## src/rtl/dram_pkg.sv

```systemverilog
// Shared definitions for the DRAM controller: cycle-type encoding and
// the helper that sizes the multiplexed row/column address pins.
package dram_pkg;

  // Cycle type. Bit 0 marks a read and bit 1 a write; both clear means refresh.
  localparam logic [1:0] ST_RFSH = 2'b00;
  localparam logic [1:0] ST_RD   = 2'b01;
  localparam logic [1:0] ST_WR   = 2'b10;

  // The ra pins carry the row and then the column, so they need the wider of the two.
  function automatic int ra_width(input int row_w, input int col_w);
    return (row_w > col_w) ? row_w : col_w;
  endfunction

endpackage

```

## src/rtl/dram_rfsh_rr.sv

```systemverilog
// Round-robin refresh bank pointer. Steps 0..NBANK-1 and wraps to 0,
// advancing once for each refresh cycle.
module dram_rfsh_rr #(
  parameter int NBANK = 2,
  parameter int BWX   = 1
) (
  input  logic           clk,
  input  logic           rst_n,
  input  logic           adv,
  output logic [BWX-1:0] rbank
);

  // Advance after the refresh RAS has been issued, wrapping at the last bank.
  always_ff @(posedge clk or negedge rst_n) begin
    if (!rst_n)
      rbank <= '0;
    else if (adv)
      rbank <= (rbank == BWX'(NBANK - 1)) ? '0 : rbank + 1'b1;
  end

endmodule

```

## src/rtl/dram_mc.sv

```systemverilog
// Four-phase asynchronous DRAM controller. Each memory cycle spans the
// c0..c3 phase strobes. At c3 the next cycle is chosen: a read, a write,
// or a CAS-before-RAS refresh when there is no enabled request.
// Optional feature: define DRAM_RDCAP_EN to register read data at c2;
// without it rddata follows dram_rd combinationally.
module dram_mc
  import dram_pkg::*;
#(
  parameter int ROW_W = 10,
  parameter int COL_W = 10,
  parameter int DW    = 16,
  parameter int NBANK = 2,
  localparam int NCAS = DW / 8,
  localparam int BW   = $clog2(NBANK),
  localparam int RAW  = ra_width(ROW_W, COL_W),
  localparam int AW   = BW + ROW_W + COL_W
) (
  input  logic             clk,
  input  logic             rst_n,
  input  logic             c0,
  input  logic             c1,
  input  logic             c2,
  input  logic             c3,
  input  logic             en,
  input  logic             req,
  input  logic [AW-1:0]    addr,
  input  logic             rnw,
  input  logic [DW-1:0]    wrdata,
  input  logic [NCAS-1:0]  bsel,
  output logic             ack,
  output logic [DW-1:0]    rddata,
  output logic             rd_stb,
  input  logic [DW-1:0]    dram_rd,
  output logic [RAW-1:0]   ra,
  output logic [DW-1:0]    dram_wd,
  output logic             rwe_n,
  output logic [NCAS-1:0]  cas_n,
  output logic [NBANK-1:0] ras_n
);

  // Bank index width; a single-bank build still carries a 1-bit index tied to 0.
  localparam int BWX = (BW > 0) ? BW : 1;

  logic [1:0]       en_s;
  logic [1:0]       state;
  logic [1:0]       next_st;
  logic             started;
  logic             int_req;
  logic             is_acc;
  logic [AW-1:0]    addr_q;
  logic [NCAS-1:0]  bsel_q;
  logic [BWX-1:0]   bank;
  logic [BWX-1:0]   rbank;
  logic [ROW_W-1:0] row;
  logic [COL_W-1:0] col;
  logic [NBANK-1:0] bank_dec;
  logic [NBANK-1:0] rbank_dec;
  logic             rfsh_adv;

  assign int_req = req & en_s[1];
  assign is_acc  = state[0] | state[1];
  assign row     = addr_q[BW +: ROW_W];
  assign col     = addr_q[BW + ROW_W +: COL_W];

  if (BW > 0) begin : g_bank
    assign bank = addr_q[BW-1:0];
  end else begin : g_nobank
    assign bank = '0;
  end

  // en comes from another reset/clock context, so bring it in through two flops.
  always_ff @(posedge clk or negedge rst_n) begin
    if (!rst_n) en_s <= 2'b00;
    else        en_s <= {en_s[0], en};
  end

  // Next-cycle choice: an enabled request wins, otherwise refresh.
  always_comb begin
    next_st = ST_RFSH;
    if (int_req) next_st = rnw ? ST_RD : ST_WR;
  end

  // Active-low RAS selects for the access bank and the refresh bank.
  always_comb begin
    bank_dec  = '1;
    rbank_dec = '1;
    for (int i = 0; i < NBANK; i++) begin
      bank_dec[i]  = (bank  != BWX'(i));
      rbank_dec[i] = (rbank != BWX'(i));
    end
  end

  // Cycle decision at c3: latch the request and pulse ack. Strobes stay idle
  // until the first decision after reset so no partial cycle reaches the DRAM.
  always_ff @(posedge clk or negedge rst_n) begin
    if (!rst_n) begin
      state   <= ST_RFSH;
      started <= 1'b0;
      ack     <= 1'b0;
      addr_q  <= '0;
      bsel_q  <= '0;
    end else begin
      ack <= c3 & int_req;
      if (c3) begin
        state   <= next_st;
        started <= 1'b1;
        addr_q  <= addr;
        bsel_q  <= bsel;
      end
    end
  end

  // DRAM strobe sequencing. Accesses run RAS then CAS; refresh runs CAS then RAS.
  always_ff @(posedge clk or negedge rst_n) begin
    if (!rst_n) begin
      ras_n   <= '1;
      cas_n   <= '1;
      rwe_n   <= 1'b1;
      dram_wd <= '0;
    end else if (started) begin
      if (c0) begin
        rwe_n <= (state != ST_WR);
        if (state == ST_WR) dram_wd <= wrdata;
        if (is_acc) ras_n <= bank_dec;
        else        cas_n <= '0;
      end
      if (c1) begin
        if (is_acc) cas_n <= (state == ST_RD) ? '0 : ~bsel_q;
        else        ras_n <= rbank_dec;
      end
      if (c2) begin
        if (is_acc) ras_n <= '1;
        else        cas_n <= '1;
      end
      if (c3) begin
        ras_n <= '1;
        cas_n <= '1;
      end
    end
  end

  // The refresh pointer moves on at c2, once the refresh RAS has used it.
  assign rfsh_adv = started & c2 & (state == ST_RFSH);

  dram_rfsh_rr #(
    .NBANK (NBANK),
    .BWX   (BWX)
  ) u_rr (
    .clk   (clk),
    .rst_n (rst_n),
    .adv   (rfsh_adv),
    .rbank (rbank)
  );

  // Row goes out during c0, ahead of the RAS edge; column otherwise, ahead of CAS.
  always_ff @(negedge clk or negedge rst_n) begin
    if (!rst_n) ra <= '0;
    else        ra <= c0 ? RAW'(row) : RAW'(col);
  end

  // Read strobe is high for the clk after c2 of a read cycle.
  always_ff @(posedge clk or negedge rst_n) begin
    if (!rst_n) rd_stb <= 1'b0;
    else        rd_stb <= started & c2 & (state == ST_RD);
  end

`ifdef DRAM_RDCAP_EN
  logic [DW-1:0] rd_q;

  // Sample the DRAM data pins at c2 of a read and hold until the next read.
  always_ff @(posedge clk or negedge rst_n) begin
    if (!rst_n)                                  rd_q <= '0;
    else if (started & c2 & (state == ST_RD))    rd_q <= dram_rd;
  end

  assign rddata = rd_q;
`else
  assign rddata = dram_rd;
`endif

endmodule

```

## config.mk

```make
export PLATFORM = sky130hd
export DESIGN_NAME = dram_mc
export DESIGN_NICKNAME = d
export VERILOG_FILES = /design/src/rtl/dram_pkg.sv /design/src/rtl/dram_rfsh_rr.sv /design/src/rtl/dram_mc.sv
export SDC_FILE = /design/constraint.sdc
export NUM_CORES = 1
export LEC_CHECK = 0
export ABC_AREA = 1
export BUFFER_PORTS_ARGS = -buffer_cell sky130_fd_sc_hd__buf_4
export CORE_MARGIN = 2
export CORE_UTILIZATION = 47
export CTS_CLUSTER_DIAMETER = 40
export DETAILED_ROUTE_END_ITERATION = 8
export PLACE_DENSITY = 0.85
export REMOVE_ABC_BUFFERS = 1
export SLEW_MARGIN = 20
export SYNTH_ARGS = -nofsm -noshare
export SYNTH_HDL_FRONTEND = slang
export SYNTH_SLANG_ARGS = --single-unit
```

## constraint.sdc

```tcl
create_clock -name clk -period 1.6 [get_ports clk]
set_input_delay 0.08 -clock clk [delete_from_list [all_inputs] [get_ports clk]]
set_output_delay 0.08 -clock clk [all_outputs]
set_load 0.05 [all_outputs]
```

==> results.sh <==
export IMPL_critical_path_max_stage_delay_ns=0.43
export IMPL_postSynthCellCount=277
export IMPL_required_ns=1.52
export IMPL_drtAntennaViolNets=0
export IMPL_power_leakage_nw=1.96
export IMPL_finalHoldViolCount=0
export IMPL_fp_dieW_um=77.3
export IMPL_cts_root_buffer="clkbuf_8"
export IMPL_nNetsFinal=452
export IMPL_cp_end_kind="output port"
export IMPL_drive_above_1_share_pct=27.5
export IMPL_io_pins=113
export IMPL_drt_iter0_drc=150
export IMPL_yosysUniqueCellTypes=24
export IMPL_io_buffers=80
export IMPL_cts_tree="yes"
export IMPL_gr_usage_all_layers_pct=23.9
export IMPL_drv_cap=0
export IMPL_status="complete, but fails checks"
export IMPL_r2r_end="ra[7]"
export IMPL_worstHoldStart="req"
export IMPL_hold_class="input port to flip-flop"
export IMPL_overflow=0
export IMPL_worst_path_buf_inv=1
export IMPL_finalWeightedCongestion=0.808
export IMPL_die_area_sq_um=5980
export IMPL_cts_sinks=62
export IMPL_hold_ws_ns=0.0232
export IMPL_cts_buffers=9
export IMPL_placementRows=26
export IMPL_vias=2232
export IMPL_worstReg2RegStart="addr_q[8]"
export IMPL_synth_seq_cells=62
export IMPL_r2r_cells=2
export IMPL_power_density_nw_per_um2=1290
export IMPL_critPathKind="flip-flop to output port"
export IMPL_setup_viol=10
export IMPL_syn_area_per_cell_sq_um=9.12
export IMPL_ff2ff_setup_slack_ns=0.10
export IMPL_cp_slowest_cell="dfrtn_1"
export IMPL_peakVddDrop_mv=0.710
export IMPL_grt_max_degree=29
export IMPL_rsz0062_at_grt="true"
export IMPL_dpl_hpwl_um=3930
export IMPL_tightestPinTransition_ns=0.472
export IMPL_finClkSkew_ns=0.0106
export IMPL_synth_yosys_seq_area_share_pct=61.6
export IMPL_clk_path_buf_depth=2
export IMPL_postLayoutCoreUtil_pct=73.2
export IMPL_worstSkewPairLatency_ns=0.33
export IMPL_register_area_sq_um=1560
export IMPL_cp_cell_sequence="buf_6"
export IMPL_die_h_um=77.3
export IMPL_synth_area_sq_um=2530
export IMPL_timing_final_ws_setup_ns=-0.195
export IMPL_path_clk_slew_ns=0.06
export IMPL_routedWlPerCell_um=14.6
export IMPL_relSlewSlack_pct=68.5
export IMPL_hold_depth=3
export IMPL_path_delay_family="flip-flops"
export IMPL_drv_slew=0
export IMPL_min_to="ack"
export IMPL_arrival_ns=1.72
export IMPL_drtPass1Iterations=5
export IMPL_worst_setup_path_start_kind="flip-flop"
export IMPL_failed_checks="setup timing"
export IMPL_cp_max_fo=1
export IMPL_htreeDepth=3
export IMPL_multi_input_area_sq_um=722
export IMPL_grt_pass1_wl_um=11000
export IMPL_core_area_sq_um=5140
export IMPL_viasPerCell=4.82
export IMPL_antenna_found_initial=0
export IMPL_area_growth_pct=48.9
export IMPL_final_fill_count=371
export IMPL_drc_errors=0
export IMPL_wirelength_um=6750
export IMPL_yosys_warnings=0
export IMPL_initial_core_util_pct=49.2
export IMPL_cts_setup_buffers=0
export IMPL_grt_pass1_vias=2320
export IMPL_antenna_cells=0
-- sequential cells by signal (all words and copies together) (netlist names), 2 cells and up --
name / flops
state: 2
cas_n: 2
ra: 10
ras_n: 2
en_s: 2
addr_q: 21
dram_wd: 16
bsel_q: 2
-- through the flow --
stage | cell area, sq um | setup TNS, ns | instances | setup WS (ns) | power, mW
floorplan | 2350 | 0 | 251 | 0.0688 | 2.71
global placement | 3070 | 0 | 405 | 0.130 | 3.15
detailed placement | 3070 | 0 | 405 | 0.108 | 3.18
CTS | 3760 | -1.72 | 463 | -0.194 | 4.87
global route | 3760 | -1.86 | 463 | -0.212 | 5.07
finish | 3760 | -1.66 | 463 | -0.195 | 4.86
-- timing repair --
action	in CTS	in global routing
hold endpoints to repair	58	0
pin swaps	0	0
hold buffers	42	0
setup endpoints to repair	10	10
gates resized for setup	10	0
-- worst max-delay path by stage --
stage                     cells past startpoint     to  slack, ns  startpoint
after floorplan                               0  ra[0]       0.07       ra[0]
after global placement                        2  ra[0]       0.13   addr_q[1]
after detailed placement                      2  ra[0]       0.11   addr_q[1]
after CTS                                     1  ra[7]      -0.19       ra[7]
after global routing                          1  ra[1]      -0.21       ra[1]
final                                         1  ra[0]      -0.20       ra[0]
-- cell families (layout without fill, tap and decap cells) --
family | count (synthesis) | in the layout | synth area share, %
compound gates | 32 | 32 | 6.68
xor+xnor | 1 | 1 | 0.347
buf+inv | 45 | 161 | 9.80
flops | 62 | 62 | 61.6
simple gates | 137 | 137 | 21.5
-- cell type report --
type	instances	area share, %
inverter	19	1.96
timing repair buffer	126	28.9
sequential	62	41.4
clock inverter	3	1.73
clock buffer	13	4.49
multi-input combinational	170	19.2
tap	70	2.33
-- synth_stat cells --
cell type | instances | area share [%]
nand3b_1 | 1 | 0.30
nor3_1 | 3 | 0.59
dfrtn_1 | 10 | 9.9
and2_1 | 1 | 0.25
o211ai_1 | 2 | 0.59
buf_6 | 2 | 0.89
buf_4 | 16 | 4.8
o21ai_0 | 23 | 4.6
buf_2 | 1 | 0.20
nor3_4 | 1 | 0.64
inv_1 | 17 | 2.5
o22ai_1 | 1 | 0.25
o21a_1 | 1 | 0.30
a21oi_1 | 5 | 0.99
dfrtp_1 | 47 | 47
dfstp_2 | 5 | 5.2
clkbuf_1 | 7 | 1.0
nor2_1 | 10 | 1.5
inv_4 | 1 | 0.25
nand3_1 | 4 | 0.79
inv_2 | 1 | 0.15
xor2_1 | 1 | 0.35
nand2_2 | 1 | 0.25
nand2_1 | 116 | 17
-- power breakdown --
part	total, mW	switching [mW]	internal (mW)
Sequential	1.93	0.122	1.81
Clock	1.57	0.570	1.00
Combinational	1.36	0.891	0.470
Total	4.86	1.58	3.28
-- per-layer routing --
layer	part of all wire, %	vias to the layer above	track usage, %	wire, um
li1	-	1060	-	-
met1	42	1050	28.9	2840
met2	48	111	39.6	3250
met3	8.6	11	8.95	578
met4	1.1	0	8.04	76
met5	0	-	0	0
-- placed cells by master, fill, tap and decap left out, drive strengths merged, types with 2 or more instances in the layout --
cell         count
nand2          117
buf             84
dfrtp           47
dlygate4sd3     42
o21ai           23
inv             19
clkbuf          13
nor2            10
dfrtn           10
a21oi            5
dfstp            5
nand3            4
nor3             4
o211ai           2
bufinv           2
No activity file was read; power rests on OpenSTA's default activity.
